<file path="config.mk">
export PLATFORM = sky130hd
export DESIGN_NAME = pipelined_prefix_adder
export DESIGN_NICKNAME = d
export VERILOG_FILES = /design/src/rtl/pipelined_prefix_adder.sv
export SDC_FILE = /design/constraint.sdc
export NUM_CORES = 1
export LEC_CHECK = 0
export CORE_MARGIN = 2
export CORE_UTILIZATION = 40
export CTS_BUF_LIST = sky130_fd_sc_hd__clkbuf_8
export CTS_CLUSTER_DIAMETER = 30
export DETAILED_ROUTE_END_ITERATION = 7
export SYNTH_ARGS = -nofsm -noshare
export SYNTH_HDL_FRONTEND = slang
export SYNTH_SLANG_ARGS = --single-unit
</file>
<file path="constraint.sdc">
create_clock -name clk -period 6.9 [get_ports clk]
set_input_delay 0.69 -clock clk [delete_from_list [all_inputs] [get_ports clk]]
set_output_delay 0.69 -clock clk [all_outputs]
set_load 0.005 [all_outputs]
</file>
<file path="src/rtl/pipelined_prefix_adder.sv">
// pipelined_prefix_adder
//   Kogge-Stone parallel-prefix adder/subtractor with a valid/ready pipeline.
//   {c_out,sum} = a + (b ^ {WIDTH{sub}}) + (c_in ^ sub)
//   Stage 1 registers the bitwise g/p terms. Later register boundaries split
//   the log2(WIDTH) prefix levels evenly. The final XOR feeds the output
//   register. All stages advance together when !out_valid || out_ready.
// Parameters: WIDTH (8/16/32/64), STAGES (1..log2(WIDTH)+1)
// Ports:
//   clk, rst            clock, asynchronous active-high reset
//   in_valid/in_ready   operand handshake (in_ready is combinational)
//   a, b, c_in, sub     operands, carry/borrow in, 0=add 1=subtract
//   out_valid/out_ready result handshake
//   sum, c_out          registered result and carry out of bit WIDTH-1
//   ovf                 signed overflow, present only with PREFIX_ADDER_OVF_EN
module pipelined_prefix_adder #(
    parameter int unsigned WIDTH  = 32,
    parameter int unsigned STAGES = 2
) (
    input  logic             clk,
    input  logic             rst,
    input  logic             in_valid,
    output logic             in_ready,
    input  logic [WIDTH-1:0] a,
    input  logic [WIDTH-1:0] b,
    input  logic             c_in,
    input  logic             sub,
    output logic             out_valid,
    input  logic             out_ready,
    output logic [WIDTH-1:0] sum,
    output logic             c_out
`ifdef PREFIX_ADDER_OVF_EN
    ,
    output logic             ovf
`endif
);
    localparam int unsigned LVLS = $clog2(WIDTH);

    // True when a register boundary follows prefix position n (0 = bitwise g/p).
    function automatic bit f_is_reg(input int unsigned n);
        if (STAGES < 2) return 1'b0;
        if (n == 0) return 1'b1;
        for (int unsigned j = 1; j < STAGES - 1; j++) begin
            if ((j * LVLS) / (STAGES - 1) == n) return 1'b1;
        end
        return 1'b0;
    endfunction

    // One Kogge-Stone level with span d; returns {g, p}.
    function automatic logic [2*WIDTH-1:0] f_ks_level(input logic [WIDTH-1:0] g,
                                                      input logic [WIDTH-1:0] p,
                                                      input int unsigned d);
        logic [WIDTH-1:0] go;
        logic [WIDTH-1:0] po;
        go = g;
        po = p;
        for (int unsigned i = d; i < WIDTH; i++) begin
            go[i] = g[i] | (p[i] & g[i-d]);
            po[i] = p[i] & p[i-d];
        end
        return {go, po};
    endfunction

    logic             w_adv;
    logic             r_out_valid;
    logic [WIDTH-1:0] r_sum;
    logic             r_c_out;
    logic [WIDTH-1:0] w_b_eff;
    logic             w_ci_eff;
    logic [WIDTH-1:0] w_carry;
    logic             w_unused_p;

    assign w_adv    = !r_out_valid || out_ready;
    assign in_ready = w_adv;
    assign w_b_eff  = b ^ {WIDTH{sub}};
    assign w_ci_eff = c_in ^ sub;

    for (genvar n = 0; n <= LVLS; n++) begin : g_pos
        logic [WIDTH-1:0] w_g, w_p, w_h;
        logic             w_ci, w_v;
        logic [WIDTH-1:0] w_g_q, w_p_q, w_h_q;
        logic             w_ci_q, w_v_q;

        if (n == 0) begin : g_bitwise
            // Carry in is folded into bit 0 generate so group g[i] is carry out of bit i.
            assign w_h  = a ^ w_b_eff;
            assign w_p  = a ^ w_b_eff;
            assign w_g  = (a & w_b_eff) | {{(WIDTH-1){1'b0}}, (a[0] ^ w_b_eff[0]) & w_ci_eff};
            assign w_ci = w_ci_eff;
            assign w_v  = in_valid;
        end else begin : g_level
            logic [2*WIDTH-1:0] w_gp;
            assign w_gp = f_ks_level(g_pos[n-1].w_g_q, g_pos[n-1].w_p_q, 32'(1) << (n - 1));
            assign w_g  = w_gp[2*WIDTH-1:WIDTH];
            assign w_p  = w_gp[WIDTH-1:0];
            assign w_h  = g_pos[n-1].w_h_q;
            assign w_ci = g_pos[n-1].w_ci_q;
            assign w_v  = g_pos[n-1].w_v_q;
        end

        if (f_is_reg(32'(n))) begin : g_reg
            logic [WIDTH-1:0] r_g, r_p, r_h;
            logic             r_ci, r_v;
            always_ff @(posedge clk or posedge rst) begin
                if (rst) begin
                    r_g  <= '0;
                    r_p  <= '0;
                    r_h  <= '0;
                    r_ci <= 1'b0;
                    r_v  <= 1'b0;
                end else if (w_adv) begin
                    r_g  <= w_g;
                    r_p  <= w_p;
                    r_h  <= w_h;
                    r_ci <= w_ci;
                    r_v  <= w_v;
                end
            end
            assign w_g_q  = r_g;
            assign w_p_q  = r_p;
            assign w_h_q  = r_h;
            assign w_ci_q = r_ci;
            assign w_v_q  = r_v;
        end else begin : g_wire
            assign w_g_q  = w_g;
            assign w_p_q  = w_p;
            assign w_h_q  = w_h;
            assign w_ci_q = w_ci;
            assign w_v_q  = w_v;
        end
    end

    // Carry into bit i is the group generate of bits i-1..0, or c_in for bit 0.
    assign w_carry    = {g_pos[LVLS].w_g_q[WIDTH-2:0], g_pos[LVLS].w_ci_q};
    assign w_unused_p = ^g_pos[LVLS].w_p_q;

    // Output register: final XOR result.
    always_ff @(posedge clk or posedge rst) begin
        if (rst) begin
            r_out_valid <= 1'b0;
            r_sum       <= '0;
            r_c_out     <= 1'b0;
        end else if (w_adv) begin
            r_out_valid <= g_pos[LVLS].w_v_q;
            r_sum       <= g_pos[LVLS].w_h_q ^ w_carry;
            r_c_out     <= g_pos[LVLS].w_g_q[WIDTH-1];
        end
    end

    assign out_valid = r_out_valid;
    assign sum       = r_sum;
    assign c_out     = r_c_out;

`ifdef PREFIX_ADDER_OVF_EN
    logic r_ovf;
    // Signed overflow: carry into the MSB differs from carry out of it.
    always_ff @(posedge clk or posedge rst) begin
        if (rst) begin
            r_ovf <= 1'b0;
        end else if (w_adv) begin
            r_ovf <= g_pos[LVLS].w_g_q[WIDTH-1] ^ g_pos[LVLS].w_g_q[WIDTH-2];
        end
    end
    assign ovf = r_ovf;
`endif

endmodule
</file>
After elaboration in Yosys (flattened, before gate mapping). Cells that the tools add are included.

Bitwise logic cells: 364. Reduce and logical (&&, ||, !) cells: 2.

Operators by type and width (number): bitwise AND 1 bit (228); bitwise OR 1 bit (129); bitwise XOR 32 bit (3); bitwise AND 32 bit (1); bitwise OR 32 x 1 -> 32 bit (1); bitwise XOR 1 bit (2); logical NOT 1 bit (1); logical OR 1 bit (1).

Register bits after elaboration: 100. Input port bits: 70. Logic and storage cells: 373. Output and inout bits: 35.

Logic depth before layout (Yosys ltp). Gate-level depths: netlist of run 1.

Word-level depth: 10. Gate-level depth with buffers: 10.

Least setup slack after synthesis of run 1. No wires, ideal clock.

Path kind: input port to output port. Start point: in out_ready. End point: out in_ready. Cell stages on the path: 5. Data required time: 6210 ps. Slack: 4709 ps. Arrival: 1501 ps. Cells stage by stage: nor2b_1 -> clkbuf_1 -> inv_2 -> clkbuf_1 -> buf_1.

Word-level cells in the longest chain between the ends: 1.

Ends and longest elaborated chain: start, declared (line 28) `input logic out_ready,`; logical OR 1 bit (line 72) `assign w_adv = !r_out_valid || out_ready;`; end, declared (line 22) `output logic in_ready,`.

No other way between the ends.

Final worst setup path of run 1. Ends and elaborated chain as after synthesis.

==> results of run 1 <==
-- metal layers --
layer  share of wire (%)  vias up  wire, microns  track usage [%]
met5                   0        -              0                0
met4                 1.8        0            228             6.68
met3                 3.0       16            387             2.44
met2                  48       93           6220             29.4
met1                  47     2185           5990             24.1
li1                    -     2349              -                -
-- through the flow --
stage | setup WS, ns | instance area [sq um] | cells | power [mW]
4_1_cts | 3.05 | 7000 | 927 | 1.92
5_1_grt | 2.83 | 7000 | 927 | 2.04
3_5_place_dp | 3.04 | 6820 | 911 | 1.56
2_1_floorplan | 3.59 | 5680 | 662 | 1.24
3_3_place_gp | 3.07 | 6820 | 911 | 1.55
6_report | 3.05 | 7000 | 927 | 1.89
-- power by group through the flow --
stage / combinational, mW / sequential [mW] / clock (mW)
finish: 0.663 / 0.878 / 0.352
global route: 0.750 / 0.903 / 0.388
CTS: 0.674 / 0.880 / 0.367
detailed placement: 0.670 / 0.891 / 0
global placement: 0.664 / 0.884 / 0
floorplan: 0.407 / 0.837 / 0
-- cell usage after synthesis (4+ instances only) --
library cell    n
nand2_1       217
dfrtp_1       100
a21oi_1        46
xor2_1         45
nor2_1         44
ha_1           33
o21ai_0        25
clkbuf_1       23
a21o_1         15
xnor2_1        13
nand3_1        10
buf_2           8
o31ai_1         8
buf_1           6
inv_1           6
a31oi_1         5
nand2b_1        4
o21a_1          4
-- logic make-up (layout without fill, tap and decap cells) --
family | after synthesis | after routing | share of synthesized area, %
xor gates and xnor gates | 58 | 58 | 8.94
and+or+nand+nor | 288 | 288 | 20.0
AOI/OAI and AO/OA | 137 | 137 | 16.4
buffers and inverters | 45 | 130 | 3.17
muxes | 1 | 1 | 0.176
adders and majority gates | 33 | 33 | 7.27
DFF | 100 | 100 | 44.0
-- cells in the final DEF, fill, tap and decap left out, types with 3 or more instances in the layout --
master,count
nor2_1,44
a21boi_0,3
a31oi_1,5
nand2_1,217
dfrtp_1,100
o31ai_1,8
o21ai_1,3
clkbuf_8,10
buf_4,3
o21a_1,4
a21oi_1,46
inv_1,6
nand2b_1,4
a211oi_1,3
o21ai_0,25
xor2_1,45
xnor2_1,13
a21o_1,15
o21bai_1,3
nand3_1,10
clkdlybuf4s50_1,103
ha_1,33
-- worst register-to-register path, delay by kind of cell, from the launching register on --
family	cells	cell delay (ns)
DFF	1	0.39
buffers and inverters	3	1.80
AOI/OAI and AO/OA	3	0.39
and+or+nand+nor	1	0.14
-- worst max path at each step --
stage / startpoint / end / slack [ns] / depth (start not counted)
floorplan: rst / c_out / 3.59 / 1
global placement: out_ready / in_ready / 3.07 / 5
detailed placement: out_ready / in_ready / 3.04 / 5
CTS: out_ready / in_ready / 3.05 / 5
global route: out_ready / in_ready / 2.83 / 5
finish: out_ready / in_ready / 3.05 / 5
-- state kept, by name (all words and copies together), names as in the netlist --
name	cells
c_out	1
g_pos.g_reg.r_ci	1
g_pos.g_reg.r_g	32
g_pos.g_reg.r_h	32
g_pos.g_reg.r_v	1
out_valid	1
sum	32
-- layout make-up --
cell class              instances  area share, %
repair buffers                107           15.1
clock inverters                 6          0.572
clock buffers                  10           1.97
multi-input cells             517           43.0
well taps                     180           3.22
inverters                       7          0.411
flip-flops and latches        100           35.7
==> impl_metrics.env, run 1 <==
export IMPL_hold_path_class="flop to flop"
export IMPL_cpMaxStageDelayCell="buf_4"
export IMPL_finish_utilization_pct=50.4
export IMPL_async_flop_share_pct=100
export IMPL_hold_buffers=0
export IMPL_regToRegSetupSlack_ns=4.12
export IMPL_die_area_sq_um=15200
export IMPL_grt_usage_pct=17.9
export IMPL_synth_edff_count=0
export IMPL_post_drt_wl_per_cell_microns=13.8
export IMPL_setup_tns_final_ns=0
export IMPL_regArea_sq_um=2500
export IMPL_critPathLaunchType="input port"
export IMPL_power_density_nw_per_um2=270
export IMPL_holdPathEnd="g_pos[0].g_reg.r_v"
export IMPL_crit_buf_inv=4
export IMPL_path_delay_family="buffers and inverters"
export IMPL_comb_power_share_pct=35.0
export IMPL_cp_common_cell="clkdlybuf4s50_1"
export IMPL_layout_nets=845
export IMPL_cts_max_path_buffers=2
export IMPL_crit_chain="clkdlybuf4s50_1 -> nor2b_4 -> buf_4 -> inv_2 -> clkdlybuf4s50_1"
export IMPL_grt_max_degree=97
export IMPL_reg2reg_to="sum[31]"
export IMPL_max_cap_violations=0
export IMPL_multi_input_area_sq_um=3010
export IMPL_period_needed_ns=3.85
export IMPL_setup_viol=0
export IMPL_rows=43
export IMPL_tightest_slew_ns=0.986
export IMPL_port_buffers=104
export IMPL_period_share_pct=55.8
export IMPL_avgSynthCellArea_sq_um=8.58
export IMPL_relSlewSlack_pct=34.3
export IMPL_synth_fp_nets=765
export IMPL_synth_top_cell_area_share_pct=44.0
export IMPL_yosys_warnings=0
export IMPL_htreeDepth=3
export IMPL_crit_fanout=96
export IMPL_rsz0062_at_grt="false"
export IMPL_viasPerCell=5.01
export IMPL_whs_path_depth=2
export IMPL_maxSlewViolCount=0
export IMPL_die_y_microns=123
export IMPL_grt_pass1_wl_microns=21500
export IMPL_power_internal_mw=1.23
export IMPL_insertion_delay_ns=0.38
export IMPL_syn_to_final_growth_pct=23.2
export IMPL_cp_data_required_time_ns=6.21
export IMPL_crit_arrival_ns=3.16
export IMPL_seq_area_frac_synth_pct=44.0
export IMPL_worstHoldStart="g_pos[0].g_reg.r_v"
export IMPL_ys_seq_elements=100
export IMPL_critical_path_reg2reg_startpoint="out_valid"
export IMPL_power_switching_mw=0.664
export IMPL_yosysTopAreaCell="dfrtp_1"
export IMPL_drc_errors=0
export IMPL_p_leak_nw=3.32
export IMPL_slowest_delay_ns=0.68
export IMPL_clock_fmax_ghz=0.260
export IMPL_netlist_instances=662
export IMPL_diodes=0
export IMPL_clock_sinks=100
export IMPL_path_clk_slew_ns=0.10
export IMPL_ff2ff_path_depth=7
export IMPL_grt_overflow=0
export IMPL_nFillCells=1366
export IMPL_antenna_found_initial=0
export IMPL_status="finished clean"
export IMPL_p_clk_share_pct=18.6
export IMPL_end_kind="primary output"
export IMPL_postCtsSetupRepairBufs=0
export IMPL_skew_ns=0.00782
export IMPL_coreArea_sq_um=13900
export IMPL_netlist_area_sq_um=5680
export IMPL_ir_drop_v=0.000111
export IMPL_initial_utilization_pct=40.9
export IMPL_ys_top_cells_by_area="dfrtp_1, nand2_1, ha_1"
export IMPL_wl_microns=12800
export IMPL_routed_via_count=4643
export IMPL_initialDrtViolationCount=279
export IMPL_dpl_hpwl_microns=9120
export IMPL_synthFlopType="dfrtp_1"
export IMPL_critPathKind="input port to primary output"
export IMPL_grt_pass1_vias=4500
export IMPL_final_antenna_net_count=0
export IMPL_ys_types=54
export IMPL_ctsResizeCount=0
export IMPL_finalHoldViolations=0
export IMPL_ios=105
export IMPL_cts_root_buf="clkbuf_8"
export IMPL_seqPwrFrac_pct=46.4
export IMPL_die_x_microns=123
export IMPL_holdWs_ns=0.468
export IMPL_cts_buffers=9
export IMPL_dr_pass1_iters=5
export IMPL_swShare_pct=35.1
export IMPL_cts_tree="built"
export IMPL_gp_congestion=0.832
export IMPL_drive_above_1_share_pct=4.69
(Power assumes the default switching activity.)
==> run 2, diff against run 1 <==
Settings changed: PLACE_DENSITY set to 0.66.
Clock period 6.9 ns to 3.35 ns, I/O delays scaled along.
==> run 2 against run 1 <==
Net effect:
- power grew 100%
- via count grew 2.0%
- clock power grew 82%
- cell area is the same
- global-route usage grew 0.29 points
- die area is the same
- largest cell class unchanged
- flip-flop and latch count is the same
- highest routed layer unchanged
- non-clock buffer count grew 1
- critical path type is now flop to flop
==> impl_metrics.env, run 2 (synthesis results as in run 1) <==
export IMPL_diodes=0
export IMPL_grt_pass1_vias=4699
export IMPL_seqPwrFrac_pct=47.3
export IMPL_ff2ff_path_depth=9
export IMPL_relSlewSlack_pct=39.1
export IMPL_crit_fanout=6
export IMPL_grt_usage_pct=18.2
export IMPL_crit_chain="o21a_1 -> o21a_1 -> o2111ai_1 -> o21ai_2 -> a41o_1 -> a221o_1 -> a21oi_2 -> xor2_1 -> o21ai_1"
export IMPL_grt_pass1_wl_microns=21900
export IMPL_critPathKind="flop to flop"
export IMPL_cp_common_cell="o21a_1"
export IMPL_cts_tree="built"
export IMPL_critPathLaunchType="flop"
export IMPL_grt_overflow=0
export IMPL_cts_root_buf="clkbuf_8"
export IMPL_final_area_sq_um=7000
export IMPL_power_switching_mw=1.34
export IMPL_power_density_nw_per_um2=549
export IMPL_drc_errors=0
export IMPL_final_antenna_net_count=0
export IMPL_clock_fmax_ghz=0.425
export IMPL_hold_path_class="input port to async pin"
export IMPL_period_share_pct=70.3
export IMPL_period_needed_ns=2.35
export IMPL_grt_max_degree=96
export IMPL_critical_path_reg2reg_startpoint="g_pos[0].g_reg.r_g[4]"
export IMPL_post_drt_wl_per_cell_microns=14.2
export IMPL_slowest_delay_ns=0.45
export IMPL_setup_viol=0
export IMPL_skew_ns=0.00990
export IMPL_die_y_microns=123
export IMPL_antenna_found_initial=0
export IMPL_cp_data_required_time_ns=3.57
export IMPL_comb_power_share_pct=36.1
export IMPL_reg2reg_to="sum[17]"
export IMPL_power_internal_mw=2.50
export IMPL_nFillCells=1400
export IMPL_postCtsSetupRepairBufs=0
export IMPL_p_leak_nw=3.31
export IMPL_dp_cells=912
export IMPL_timing_final_ws_setup_ns=0.996
export IMPL_status="finished clean"
export IMPL_initial_utilization_pct=40.9
export IMPL_ios=105
export IMPL_cpMaxStageDelayCell="dfrtp_1"
export IMPL_die_x_microns=123
export IMPL_finalPower_mw=3.84
export IMPL_drive_above_1_share_pct=4.43
export IMPL_path_clk_slew_ns=0.09
export IMPL_layout_nets=846
export IMPL_cts_max_path_buffers=2
export IMPL_rows=43
export IMPL_hold_buffers=0
export IMPL_placed_area_sq_um=6860
export IMPL_clock_sinks=100
export IMPL_rsz0062_at_grt="false"
export IMPL_finish_utilization_pct=50.4
export IMPL_max_cap_violations=0
export IMPL_regToRegSetupSlack_ns=1.0
export IMPL_ir_drop_v=0.000226
export IMPL_setup_tns_final_ns=0
export IMPL_tightest_slew_ns=0.913
export IMPL_swShare_pct=34.9
export IMPL_final_cell_mix="nand2_1, clkdlybuf4s50_1, dfrtp_1"
export IMPL_viasPerCell=5.12
export IMPL_p_clk_share_pct=16.6
export IMPL_port_buffers=104
export IMPL_wl_microns=13100
export IMPL_end_kind="flop"
export IMPL_dr_pass1_iters=4
export IMPL_maxSlewViolCount=0
export IMPL_initialDrtViolationCount=318
export IMPL_coreArea_sq_um=13900
export IMPL_holdWs_ns=0.421
export IMPL_syn_to_final_growth_pct=23.2
export IMPL_insertion_delay_ns=0.37
export IMPL_dpl_hpwl_microns=9650
export IMPL_crit_arrival_ns=2.57
export IMPL_routed_via_count=4735
export IMPL_mostFrequentLayoutCell="nand2_1"
export IMPL_crit_path_start="g_pos[0].g_reg.r_g[4]"
export IMPL_cts_buffers=9
export IMPL_pre_cts_slack_ns=1.01
export IMPL_gp_congestion=0.879
export IMPL_ctsResizeCount=0
export IMPL_instances_no_fill=925
export IMPL_die_area_sq_um=15200
export IMPL_htreeDepth=3
export IMPL_finalHoldViolations=0
[run 2: how the worst max path moves through the flow]
stage                    to  slack [ns]
floorplan             c_out        0.40
global placement    sum[18]        1.09
detailed placement  sum[17]        1.01
CTS                 sum[17]        0.99
global route        sum[30]        0.79
finish              sum[17]         1.0
[run 2: worst max-delay path: cells and delay by family, from the launching register on]
family	cells	cell delay, ns
xor gates and xnor gates	1	0.15
AOI/OAI and AO/OA	8	1.61
DFF	1	0.45
[run 2: cell type report]
cell class	count	area [sq um]	area share, %
tap	180	225	3.22
clock buffer	9	124	1.77
inverter	7	28.8	0.411
multi-input combinational	517	3010	43.0
sequential	100	2500	35.7
timing repair buffer	108	1090	15.6
clock inverter	4	21.3	0.304
[run 2: power by group through the flow]
stage / Combinational (mW) / Clock, mW / Sequential, mW
2_1_floorplan: 0.838 / 0 / 1.72
3_3_place_gp: 1.38 / 0 / 1.83
3_5_place_dp: 1.40 / 0 / 1.84
4_1_cts: 1.41 / 0.658 / 1.82
5_1_grt: 1.56 / 0.709 / 1.87
6_report: 1.39 / 0.639 / 1.82
[run 2: layer usage]
metal  global-route usage (%)  wire, microns
met1                     23.2           5920
met2                     31.2           6390
met3                     4.11            629
met4                     4.83            207
met5                        0              0
